File: config.mk
export PLATFORM = sky130hd
export DESIGN_NAME = uart_core
export DESIGN_NICKNAME = d
export VERILOG_FILES = /design/src/rtl/uart_pkg.sv /design/src/rtl/uart_rx_fifo.sv /design/src/rtl/uart_core.sv
export SDC_FILE = /design/constraint.sdc
export NUM_CORES = 1
export LEC_CHECK = 0
export ABC_AREA = 1
export CORE_ASPECT_RATIO = 1.1
export CORE_MARGIN = 3
export CORE_UTILIZATION = 54
export DETAILED_ROUTE_END_ITERATION = 10
export GPL_ROUTABILITY_DRIVEN = 1
export PLACE_DENSITY = 0.76
export SLEW_MARGIN = 25
export SYNTH_ARGS = -nofsm -noshare
export SYNTH_HDL_FRONTEND = slang
export SYNTH_SLANG_ARGS = --single-unit
File: constraint.sdc
create_clock -name clk -period 1.7 [get_ports clk]
set_input_delay 0.34 -clock clk [delete_from_list [all_inputs] [get_ports clk]]
set_output_delay 0.34 -clock clk [all_outputs]
set_load 0.02 [all_outputs]
File: src/rtl/uart_pkg.sv
// uart_pkg: shared types and constants for the uart_core slice.
//   - 2-bit TX and RX FSM state encodings
//   - serial line idle level and data width
//   - helper returning the divisor load used to reach mid start bit
package uart_pkg;

   typedef enum logic [1:0] {
      TX_IDLE  = 2'b00,
      TX_START = 2'b01,
      TX_DATA  = 2'b10,
      TX_STOP  = 2'b11
   } tx_state_t;

   typedef enum logic [1:0] {
      RX_IDLE  = 2'b00,
      RX_START = 2'b01,
      RX_DATA  = 2'b10,
      RX_STOP  = 2'b11
   } rx_state_t;

   localparam logic IDLE_LEVEL = 1'b1;
   localparam int   DATA_BITS  = 8;

   // Divisor load applied on a detected start edge (integer half of a bit).
   function automatic int half_bit_load(input int clks_per_bit);
      return clks_per_bit / 2;
   endfunction

endpackage

File: src/rtl/uart_rx_fifo.sv
// uart_rx_fifo: first-word-fall-through byte FIFO for received data.
// Ports:
//   clk, reset      clock and synchronous active-high reset
//   push, push_data write strobe and byte
//   pop             read strobe; ignored while empty
//   valid, head     FIFO not empty and the head byte (8'h00 when empty)
//   full            all DEPTH entries occupied
//   overrun         one-cycle pulse: push refused because the FIFO was full
module uart_rx_fifo
   import uart_pkg::*;
#(
   parameter int DEPTH = 4
)
(
   input  logic                 clk,
   input  logic                 reset,
   input  logic                 push,
   input  logic [DATA_BITS-1:0] push_data,
   input  logic                 pop,
   output logic                 valid,
   output logic [DATA_BITS-1:0] head,
   output logic                 full,
   output logic                 overrun
);

   localparam int AW = (DEPTH > 1) ? $clog2(DEPTH) : 1;
   localparam int CW = AW + 1;

   logic [DATA_BITS-1:0] mem_r [DEPTH];
   logic [AW-1:0]        wr_ptr_r;
   logic [AW-1:0]        rd_ptr_r;
   logic [CW-1:0]        count_r;
   logic                 overrun_r;
   logic                 pop_ok_s;
   logic                 push_ok_s;

   assign full    = (count_r == CW'(DEPTH));
   assign valid   = (count_r != '0);
   assign head    = valid ? mem_r[rd_ptr_r] : '0;
   assign overrun = overrun_r;

   // A pop frees a slot in the same cycle, so a push into a full FIFO still lands.
   always_comb begin
      pop_ok_s  = pop && (count_r != '0);
      push_ok_s = push && ((count_r != CW'(DEPTH)) || pop_ok_s);
   end

   // Storage, wrapping pointers, occupancy count and overrun pulse.
   always_ff @(posedge clk) begin
      if (reset) begin
         for (int i = 0; i < DEPTH; i++) begin
            mem_r[i] <= '0;
         end
         wr_ptr_r  <= '0;
         rd_ptr_r  <= '0;
         count_r   <= '0;
         overrun_r <= 1'b0;
      end else begin
         if (push_ok_s) begin
            mem_r[wr_ptr_r] <= push_data;
            wr_ptr_r        <= wr_ptr_r + AW'(1'b1);
         end
         if (pop_ok_s) begin
            rd_ptr_r <= rd_ptr_r + AW'(1'b1);
         end
         case ({push_ok_s, pop_ok_s})
            2'b10:   count_r <= count_r + CW'(1'b1);
            2'b01:   count_r <= count_r - CW'(1'b1);
            default: count_r <= count_r;
         endcase
         overrun_r <= push && full && !pop_ok_s;
      end
   end

endmodule

File: src/rtl/uart_core.sv
// uart_core: 8N1 UART for the j1 CPU I/O port.
// Ports:
//   clk, reset       clock and synchronous active-high reset
//   uart_rxd         asynchronous serial input (idles high)
//   uart_txd         serial output (idles high)
//   wr, tx_data      one-cycle transmit strobe and byte; ignored while busy
//   busy             transmitter occupied
//   rd               one-cycle strobe popping the RX FIFO head
//   valid, rx_data   RX FIFO not empty and its head byte (8'h00 when empty)
//   frame_err        one-cycle pulse: stop bit sampled low, byte dropped
//   overrun          one-cycle pulse: byte arrived with the FIFO full, dropped
module uart_core
   import uart_pkg::*;
#(
   parameter int CLKS_PER_BIT = 104,
   parameter int FIFO_DEPTH   = 4
)
(
   input  logic       clk,
   input  logic       reset,
   input  logic       uart_rxd,
   output logic       uart_txd,
   input  logic       wr,
   input  logic [7:0] tx_data,
   output logic       busy,
   input  logic       rd,
   output logic       valid,
   output logic [7:0] rx_data,
   output logic       frame_err,
   output logic       overrun
);

   localparam int              CNT_W     = (CLKS_PER_BIT > 1) ? $clog2(CLKS_PER_BIT) : 1;
   localparam logic [CNT_W-1:0] BIT_LOAD  = CNT_W'(CLKS_PER_BIT - 1);
   localparam logic [CNT_W-1:0] HALF_LOAD = CNT_W'(half_bit_load(CLKS_PER_BIT));
   localparam logic [2:0]       LAST_BIT  = 3'(DATA_BITS - 1);

   // ---------------- transmitter ----------------
   tx_state_t            tx_state_r, tx_state_s;
   logic [CNT_W-1:0]     tx_cnt_r, tx_cnt_s;
   logic [2:0]           tx_bit_r, tx_bit_s;
   logic [DATA_BITS-1:0] tx_shift_r, tx_shift_s;
   logic                 txd_r, txd_s;
   logic                 busy_r, busy_s;

   assign uart_txd = txd_r;
   assign busy     = busy_r;

   // TX next state: each state holds the line for one full bit period.
   always_comb begin
      tx_state_s = tx_state_r;
      tx_cnt_s   = tx_cnt_r;
      tx_bit_s   = tx_bit_r;
      tx_shift_s = tx_shift_r;
      txd_s      = txd_r;
      busy_s     = busy_r;
      case (tx_state_r)
         TX_IDLE: begin
            if (wr) begin
               tx_state_s = TX_START;
               tx_cnt_s   = BIT_LOAD;
               tx_bit_s   = 3'd0;
               tx_shift_s = tx_data;
               txd_s      = 1'b0;
               busy_s     = 1'b1;
            end else begin
               txd_s  = IDLE_LEVEL;
               busy_s = 1'b0;
            end
         end
         TX_START: begin
            if (tx_cnt_r == '0) begin
               tx_state_s = TX_DATA;
               tx_cnt_s   = BIT_LOAD;
               tx_bit_s   = 3'd0;
               txd_s      = tx_shift_r[0];
               tx_shift_s = {1'b0, tx_shift_r[DATA_BITS-1:1]};
            end else begin
               tx_cnt_s = tx_cnt_r - CNT_W'(1'b1);
            end
         end
         TX_DATA: begin
            if (tx_cnt_r == '0) begin
               tx_cnt_s = BIT_LOAD;
               if (tx_bit_r == LAST_BIT) begin
                  tx_state_s = TX_STOP;
                  txd_s      = 1'b1;
               end else begin
                  tx_bit_s   = tx_bit_r + 3'd1;
                  txd_s      = tx_shift_r[0];
                  tx_shift_s = {1'b0, tx_shift_r[DATA_BITS-1:1]};
               end
            end else begin
               tx_cnt_s = tx_cnt_r - CNT_W'(1'b1);
            end
         end
         TX_STOP: begin
            // Returning to idle here lets a wr in the very next cycle start a frame.
            if (tx_cnt_r == '0) begin
               tx_state_s = TX_IDLE;
               txd_s      = IDLE_LEVEL;
               busy_s     = 1'b0;
            end else begin
               tx_cnt_s = tx_cnt_r - CNT_W'(1'b1);
            end
         end
         default: begin
            tx_state_s = TX_IDLE;
            txd_s      = IDLE_LEVEL;
            busy_s     = 1'b0;
         end
      endcase
   end

   // TX state and registered line/busy outputs.
   always_ff @(posedge clk) begin
      if (reset) begin
         tx_state_r <= TX_IDLE;
         tx_cnt_r   <= '0;
         tx_bit_r   <= 3'd0;
         tx_shift_r <= '0;
         txd_r      <= IDLE_LEVEL;
         busy_r     <= 1'b0;
      end else begin
         tx_state_r <= tx_state_s;
         tx_cnt_r   <= tx_cnt_s;
         tx_bit_r   <= tx_bit_s;
         tx_shift_r <= tx_shift_s;
         txd_r      <= txd_s;
         busy_r     <= busy_s;
      end
   end

   // ---------------- receiver ----------------
   logic                 rx_meta_r, rx_sync_r, rx_prev_r;
   rx_state_t            rx_state_r, rx_state_s;
   logic [CNT_W-1:0]     rx_cnt_r, rx_cnt_s;
   logic [2:0]           rx_bit_r, rx_bit_s;
   logic [DATA_BITS-1:0] rx_shift_r, rx_shift_s;
   logic                 rx_push_r, rx_push_s;
   logic                 frame_err_r, frame_err_s;

   assign frame_err = frame_err_r;

   // Two-flop synchroniser plus a delayed copy for falling-edge detection.
   always_ff @(posedge clk) begin
      if (reset) begin
         rx_meta_r <= IDLE_LEVEL;
         rx_sync_r <= IDLE_LEVEL;
         rx_prev_r <= IDLE_LEVEL;
      end else begin
         rx_meta_r <= uart_rxd;
         rx_sync_r <= rx_meta_r;
         rx_prev_r <= rx_sync_r;
      end
   end

   // RX next state: requiring a 1->0 edge means a line stuck low after a
   // framing error cannot start a new frame until it has gone high again.
   always_comb begin
      rx_state_s  = rx_state_r;
      rx_cnt_s    = rx_cnt_r;
      rx_bit_s    = rx_bit_r;
      rx_shift_s  = rx_shift_r;
      rx_push_s   = 1'b0;
      frame_err_s = 1'b0;
      case (rx_state_r)
         RX_IDLE: begin
            if (rx_prev_r && !rx_sync_r) begin
               rx_state_s = RX_START;
               rx_cnt_s   = HALF_LOAD;
            end else begin
               rx_state_s = RX_IDLE;
            end
         end
         RX_START: begin
            if (rx_cnt_r == '0) begin
               if (!rx_sync_r) begin
                  rx_state_s = RX_DATA;
                  rx_cnt_s   = BIT_LOAD;
                  rx_bit_s   = 3'd0;
               end else begin
                  rx_state_s = RX_IDLE;
               end
            end else begin
               rx_cnt_s = rx_cnt_r - CNT_W'(1'b1);
            end
         end
         RX_DATA: begin
            if (rx_cnt_r == '0) begin
               rx_shift_s = {rx_sync_r, rx_shift_r[DATA_BITS-1:1]};
               rx_cnt_s   = BIT_LOAD;
               if (rx_bit_r == LAST_BIT) begin
                  rx_state_s = RX_STOP;
               end else begin
                  rx_bit_s = rx_bit_r + 3'd1;
               end
            end else begin
               rx_cnt_s = rx_cnt_r - CNT_W'(1'b1);
            end
         end
         RX_STOP: begin
            if (rx_cnt_r == '0) begin
               rx_state_s = RX_IDLE;
               if (rx_sync_r) begin
                  rx_push_s = 1'b1;
               end else begin
                  frame_err_s = 1'b1;
               end
            end else begin
               rx_cnt_s = rx_cnt_r - CNT_W'(1'b1);
            end
         end
         default: begin
            rx_state_s = RX_IDLE;
         end
      endcase
   end

   // RX state, registered push strobe and framing-error pulse.
   always_ff @(posedge clk) begin
      if (reset) begin
         rx_state_r  <= RX_IDLE;
         rx_cnt_r    <= '0;
         rx_bit_r    <= 3'd0;
         rx_shift_r  <= '0;
         rx_push_r   <= 1'b0;
         frame_err_r <= 1'b0;
      end else begin
         rx_state_r  <= rx_state_s;
         rx_cnt_r    <= rx_cnt_s;
         rx_bit_r    <= rx_bit_s;
         rx_shift_r  <= rx_shift_s;
         rx_push_r   <= rx_push_s;
         frame_err_r <= frame_err_s;
      end
   end

   // The shift register is untouched in the cycle after the stop sample, so it
   // feeds the FIFO directly alongside the registered push strobe.
   uart_rx_fifo #(
      .DEPTH     (FIFO_DEPTH)
   ) u_rx_fifo (
      .clk       (clk),
      .reset     (reset),
      .push      (rx_push_r),
      .push_data (rx_shift_r),
      .pop       (rd),
      .valid     (valid),
      .head      (rx_data),
      .full      (),
      .overrun   (overrun)
   );

endmodule
# [Yosys cells after proc, flatten, opt, wreduce, memory -nomap -nowiden]
# Memory sizes are Yosys's and may differ from the RTL's. A register that Yosys moved wholly into a read port is not among the register bits.
# Index checks and enable logic that the tools add are counted.
[totals] reg_bits=55 mem_bits_rw=32 inputBits=13 output_inout_bits=13 wordCells=148 n_memories=1
[op_classes] n_addsub=8 n_eq_ne=28 mux=61 n_bitwise=2 reduce_logical=29
[mem_list] memory="u_rx_fifo.mem_r" depth=4 word_bits=8 rd=1 rd_clocked_by_memory_dff=1 wr=4 line_no="uart_rx_fifo.sv:29" rtl="logic [DATA_BITS-1:0] mem_r [DEPTH];"
[ops] operator="$mux 7" n=8
[ops] operator="$mux 8" n=6
[ops] operator="$ne 2x2->1 const B" n=15
[ops] operator="$pmux 7 s4" n=1
[ops] operator="$mux 2" n=13
[ops] operator="$mux 3" n=8
[ops] operator="$pmux 8 s3" n=1
[ops] operator="$pmux 7 s3" n=1
[ops] operator="$mux 1" n=16
[ops] operator="$pmux 2 s4" n=2
[ops] operator="$reduce_and 5->1" n=3
[ops] operator="$logic_not 7->1" n=2
[ops] operator="$sub 7x1->7 const B" n=2
[ops] operator="$pmux 3 s2" n=2
[ops] operator="$eq 2x2->1 const B" n=5
[ops] operator="$add 3x1->3 const B" n=3
[ops] operator="$eq 3x3->1 const B" n=3
[ops] operator="$pmux 3 s3" n=1
[ops] operator="$reduce_or 8->1" n=1
[ops] operator="$eq 2x1->1 const B" n=3
[ops] operator="$ne 3x3->1 const B" n=2
[ops] operator="$reduce_and 2->1" n=3
[ops] operator="$reduce_and 3->1" n=2
[ops] operator="$reduce_bool 2->1" n=3
[ops] operator="13 further kinds" n=22

# [Logic depth before layout (Yosys ltp)]
[logic_depth] ltp_word=9 ltp_mapped=10 depth_no_buf=10

# [Modules after synthesis]
# From an unflattened synthesis, not the netlist that was laid out.
[hier_totals] cells_unflattened=577 hier_area_um2=4553.1
[by_module_without_submodules] mod="uart_core" instances=1 cells_per_inst=367 area_per_inst_um2=2618.8 seq_area_each_um2=940.9
[by_module_without_submodules] mod="uart_rx_fifo" instances=1 cells_per_inst=210 area_per_inst_um2=1934.4 seq_area_each_um2=1161.1

# [Worst setup path before layout]
# No wires, ideal clock.
[synth_path] kind="flip-flop to flip-flop" from="reg u_rx_fifo.count_r[0]" to="reg u_rx_fifo.count_r[2]" setup_time_ns=0.122 arrival_ns=1.634 required_ns=1.578 slack_ns=-0.056 stages_incl_launch_ff=11 n_path_buf=0 synth_period_minus_slack_ns=1.756 cell_sequence="dfxtp_1 inv_1 nand4_1 nand2_1 ha_1 inv_1 fa_1 a21oi_1 o21ai_0 o21ai_0 a21oi_1"
[synth_via] elab_chain_cells=6 elab_cells_between_ends=11 classes_between="add/sub (2); eq/ne (3); mux (1); reduce/logical (5)"
[synth_lines] item="start: declaration" line_no="uart_rx_fifo.sv:32" rtl="logic [CW-1:0] count_r;"
[synth_lines] item="start signal: assignment" line_no="uart_rx_fifo.sv:67" rtl="2'b10: count_r <= count_r + CW'(1'b1);"
[synth_lines] item="start signal: assignment" line_no="uart_rx_fifo.sv:68" rtl="2'b01: count_r <= count_r - CW'(1'b1);"
[synth_lines] item="start signal: assignment" line_no="uart_rx_fifo.sv:69" rtl="default: count_r <= count_r;"
[synth_lines] item="$reduce_bool 3->1" line_no="uart_rx_fifo.sv:44" rtl="pop_ok_s = pop && (count_r != '0);"
[synth_lines] item="$logic_and 1x1->1" line_no="uart_rx_fifo.sv:44"
[synth_lines] item="$logic_or 1x1->1" line_no="uart_rx_fifo.sv:45" rtl="push_ok_s = push && ((count_r != CW'(DEPTH)) || pop_ok_s);"
[synth_lines] item="$logic_and 1x1->1" line_no="uart_rx_fifo.sv:45"
[synth_lines] item="$eq 2x1->1 or $eq 2x2->1 (tied branches)" line_no="uart_rx_fifo.sv:66" rtl="case ({push_ok_s, pop_ok_s})"
[synth_lines] item="$pmux 3 s2 or $reduce_bool 2->1 (tied branches)"
# Several ways; a longest one is shown, not always the timed one.
# A chain may end at the register's enable or synchronous reset.

# [Worst setup path after layout]
[layout_path] from="reg u_rx_fifo.count_r[1]" to="reg u_rx_fifo.count_r[2]"
# Same word-level chain as after synthesis.

==> impl_metrics.csv <==
group,metric,value,unit
synth,syn_avg_cell_area,7.75,µm²
clock_tree,tritoncts_num_sinks,89,
cells_and_area,layout-area-overhead-vs-synth,21.9,%
detailed_routing,dr.first_iter.drc_count,185,
sta,tns,-526,ps
job,drv_cap,0,
worst_hold_path,min_path_cells,1,
clock_tree,htree_levels,3,
critical_path,depth_of_the_worst_register_to_register_path,10,
synth,synth_async_sr_flop_share,0,%
critical_path,worstSetupStartpointType,"register",
critical_path,launch_point_of_the_worst_reg_to_reg_path,"u_rx_fifo.count_r[1]",
synth,post_synthesis_instance_area,4390,µm²
cells_and_area,multi_input_area,2100,µm²
synth,synth-seq-cells,89,
worst_hold_path,worstHoldEndpoint,"rx_sync_r",
critical_path,critPathCaptureType,"register",
run_status,outcome,"finished with violations",
sta,fin_hold_ws,415,ps
sta,finalSetupViolCount,9,
synth,synthDistinctLibCells,39,
clock_tree,clkSlewWorstSetupHoldPaths,90,ps
sta,max_freq,534,MHz
grt,grt_start_max_net_pins,22,
power_and_ir_drop,power_density,1280,nW/µm²
clock_tree,clkLatencyLatePin,370,ps
run_status,violations,"negative setup slack",
grt,global_route_wire_length_before_repair,15300,µm
synth,yosys.cell_count.top_type,"nand2_1",
sta,fin_ws,-172,ps
clock_tree,cts_tree,"done",
worst_hold_path,hold_class,"register to register",
sta,final_skew,10.0,ps
sta,report.final.hold_viol_count,0,
grt,first_global_vias,3524,
place,io_buffers,25,
synth,synth_cells,566,
power_and_ir_drop,power_frac_clock,20.2,%
synth,synth.net_count,597,
sta,transition_at_the_pin_with_the_smallest_max_transition_slack,308,ps
sta,max_slew_margin,79.5,%
sta,grt_setup_unrepaired,"yes",
detailed_routing,ant_nets,0,
die,placement_rows,33,
critical_path,worst_path_max_delay_cell,"dfxtp_4",
detailed_routing,post_drt_via_cell_ratio,5.15,
critical_path,cpPeakStageDelay,370,ps
synth,synthDominantAreaCellType,"dfxtp_1",
synth,most_common_flop_cell_mapped_by_yosys,"dfxtp_1",
critical_path,worst_path_cell_chain,"inv_2, nand4_1, nand2_2, ha_4, inv_4, fa_2, a21oi_2, o21ai_2, o21ai_1, a21oi_1",
synth,synthDominantCellAreaShare,26.0,%
grt,grt_usage,20.4,%
critical_path,regToRegSetupSlack,-170,ps
detailed_routing,dr_total_vias,3815,
clock_tree,cts_inserted_buffers,9,
sta,minimum_clock_period,1870,ps
detailed_routing,detail_route.first_pass.iterations,5,
clock_tree,cts_max_path_buffers,2,
die,floorplan.initialDensity,57.1,%
synth,synth.yosys.warnings,0,
power_and_ir_drop,share_seq_of_total_power,39.3,%
detailed_routing,detail_route.drc_violations,0,
cells_and_area,net_count_of_the_finished_layout,662,
synth,ys_top_cells_by_area,"dfxtp_1 (26%), edfxtp_1 (22%), nand2_1 (11%)",
die,total_die_area,9240,µm²
synth,ys_top_cells_by_count,"nand2_1 (128), nor2_1 (109), dfxtp_1 (57), inv_1 (55), a21oi_1 (43)",
cells_and_area,filler_cell_count,628,
cells_and_area,antenna_cells,0,
place,dpl.hpwl,6380,µm
power_and_ir_drop,p_leak,2.30,nW
die,ios,26,
power_and_ir_drop,combinational_power_share,40.4,%
synth,number_of_flops_mapped_to_enable_cells_by_yosys,32,
die,vertical_die_dimension,101,µm
critical_path,reg2reg_to,"u_rx_fifo.count_r[2]",
power_and_ir_drop,power.ir.vdd_worst,0.909,mV
synth,seq_area_frac_synth,47.9,%
power_and_ir_drop,p_sw,2.65,mW
sta,timing.final.max_slew_violations,0,
clock_tree,cts.root.buffer_cell,"clkbuf_8",
die,core_area,7680,µm²
power_and_ir_drop,internal_power,4.19,mW
grt,global_route.overflow_total,0,
critical_path,cp_max_fo,3,
worst_hold_path,min-delay-start,"rx_meta_r",
die,chipWidth,91.9,µm
cells_and_area,final_layout_size_suffix_gt1_share,19.2,%
critical_path,worstPathRequired,1950,ps
detailed_routing,postRouteWirelength,9360,µm
critical_path,worstPathArrival,2120,ps
sta,finalCritPeriodShare,110,%
cells_and_area,final-seq-area,2110,µm²
detailed_routing,wire_per_inst,12.6,µm
place,gp_congestion,0.852,
power_and_ir_drop,sw_frac_of_total,38.7,%
critical_path,criticalPathCategory,"register to register",
grt,antenna_found_initial,0,
-- timing repair --
item / in CTS / in global routing
pin swaps: 9 / 18
gates resized for setup: 68 / 37
setup endpoints to repair: 11 / 67
cloned: 1 / 1
buffers inserted: 12 / 3
hold buffers: 0 / 0
-- cell families after synthesis --
group | share of synthesized area, %
compound gates | 11.0
flops | 47.9
xor+xnor | 0.799
simple gates | 28.1
buf+inv | 6.93
fa+ha+maj | 5.31
-- through the flow --
step / setup WS (ps) / power (mW) / cells / instance area (µm²) / util [%]
after floorplan: -33.6 / 4.61 / 566 / 4390 / -
after global placement: -455 / 5.20 / 710 / 4910 / 63.9
after detailed placement: -588 / 5.31 / 710 / 4910 / 63.9
after CTS: -69.9 / 6.77 / 738 / 5200 / 67.7
after global routing: -222 / 7.35 / 741 / 5350 / 69.6
final: -172 / 6.85 / 741 / 5350 / 69.6
-- layer usage --
layer	vias to the layer above	part of all wire [%]	global-route usage, %
li1	1963	-	-
met1	1732	44	24.6
met2	107	50	35.9
met3	13	5.2	5.00
met4	0	1.2	6.40
met5	-	0	0
-- state kept, by name, indices dropped and copies added (netlist names), named ones only --
register and cells:
tx_bit_r 3, rx_sync_r 1, u_rx_fifo.rd_ptr_r 2, frame_err 1, rx_cnt_r 7, u_rx_fifo.overrun 1
rx_push_r 1, rx_prev_r 1, rx_bit_r 3, rx_state_r 1, rx_shift_r 8, u_rx_fifo.count_r 3
tx_cnt_r 7, u_rx_fifo.wr_ptr_r 2, u_rx_fifo.mem_r 32, rx_meta_r 1, tx_state_r 2, uart_txd 1
busy 1, tx_shift_r 8
-- power groups by stage --
stage / clock network, mW / registers, mW / logic [mW]
2_1_floorplan: 0 / 2.70 / 1.91
3_3_place_gp: 0 / 2.71 / 2.49
3_5_place_dp: 0 / 2.72 / 2.59
4_1_cts: 1.41 / 2.68 / 2.67
5_1_grt: 1.51 / 2.73 / 3.11
6_report: 1.38 / 2.69 / 2.77
-- how the worst max path moves through the flow --
stage                          from              endpoint  slack, ps  cells after the start
5_1_grt        u_rx_fifo.count_r[1]  u_rx_fifo.count_r[2]       -220                     10
6_report       u_rx_fifo.count_r[1]  u_rx_fifo.count_r[2]       -170                     10
2_1_floorplan  u_rx_fifo.count_r[0]  u_rx_fifo.count_r[2]        -30                     10
4_1_cts                    register            rx_data[4]        -70                      6
3_5_place_dp                     rd  u_rx_fifo.count_r[2]       -590                     11
3_3_place_gp                     rd  u_rx_fifo.count_r[2]       -450                     10
-- area by class of cell --
cell class,instances,area share (%)
sequential,89,39.5
multi-input combinational,405,39.3
timing repair buffer,67,10.9
clock inverter,7,1.17
inverter,59,4.28
clock buffer,9,2.32
tap,105,2.46
-- layout by cell type, fill, tap and decap left out, types with 3 or more instances in the layout --
cell and count:
buf_6 4, a21oi_1 41, ha_1 15, o21ai_1 10
clkbuf_8 9, inv_2 3, nand3_1 31, edfxtp_1 32
xnor2_1 3, a21oi_2 5, clkinvlp_4 3, inv_1 52
buf_4 44, inv_6 3, dfxtp_1 52, nor2_1 98
nand3_2 3, clkdlybuf4s50_1 14, nand2_1 122, nand4_1 7
dfxtp_2 3, o21ai_0 26, nor2_2 12, nand2_2 7
-- worst max-delay path: cells and delay by family (launching register included) --
family / cells / cell delay [ps]
compound gates: 4 / 490
fa+ha+maj: 2 / 500
flops: 1 / 370
simple gates: 2 / 290
buf+inv: 2 / 110
Note: power is estimated with default switching activity, not from simulation.
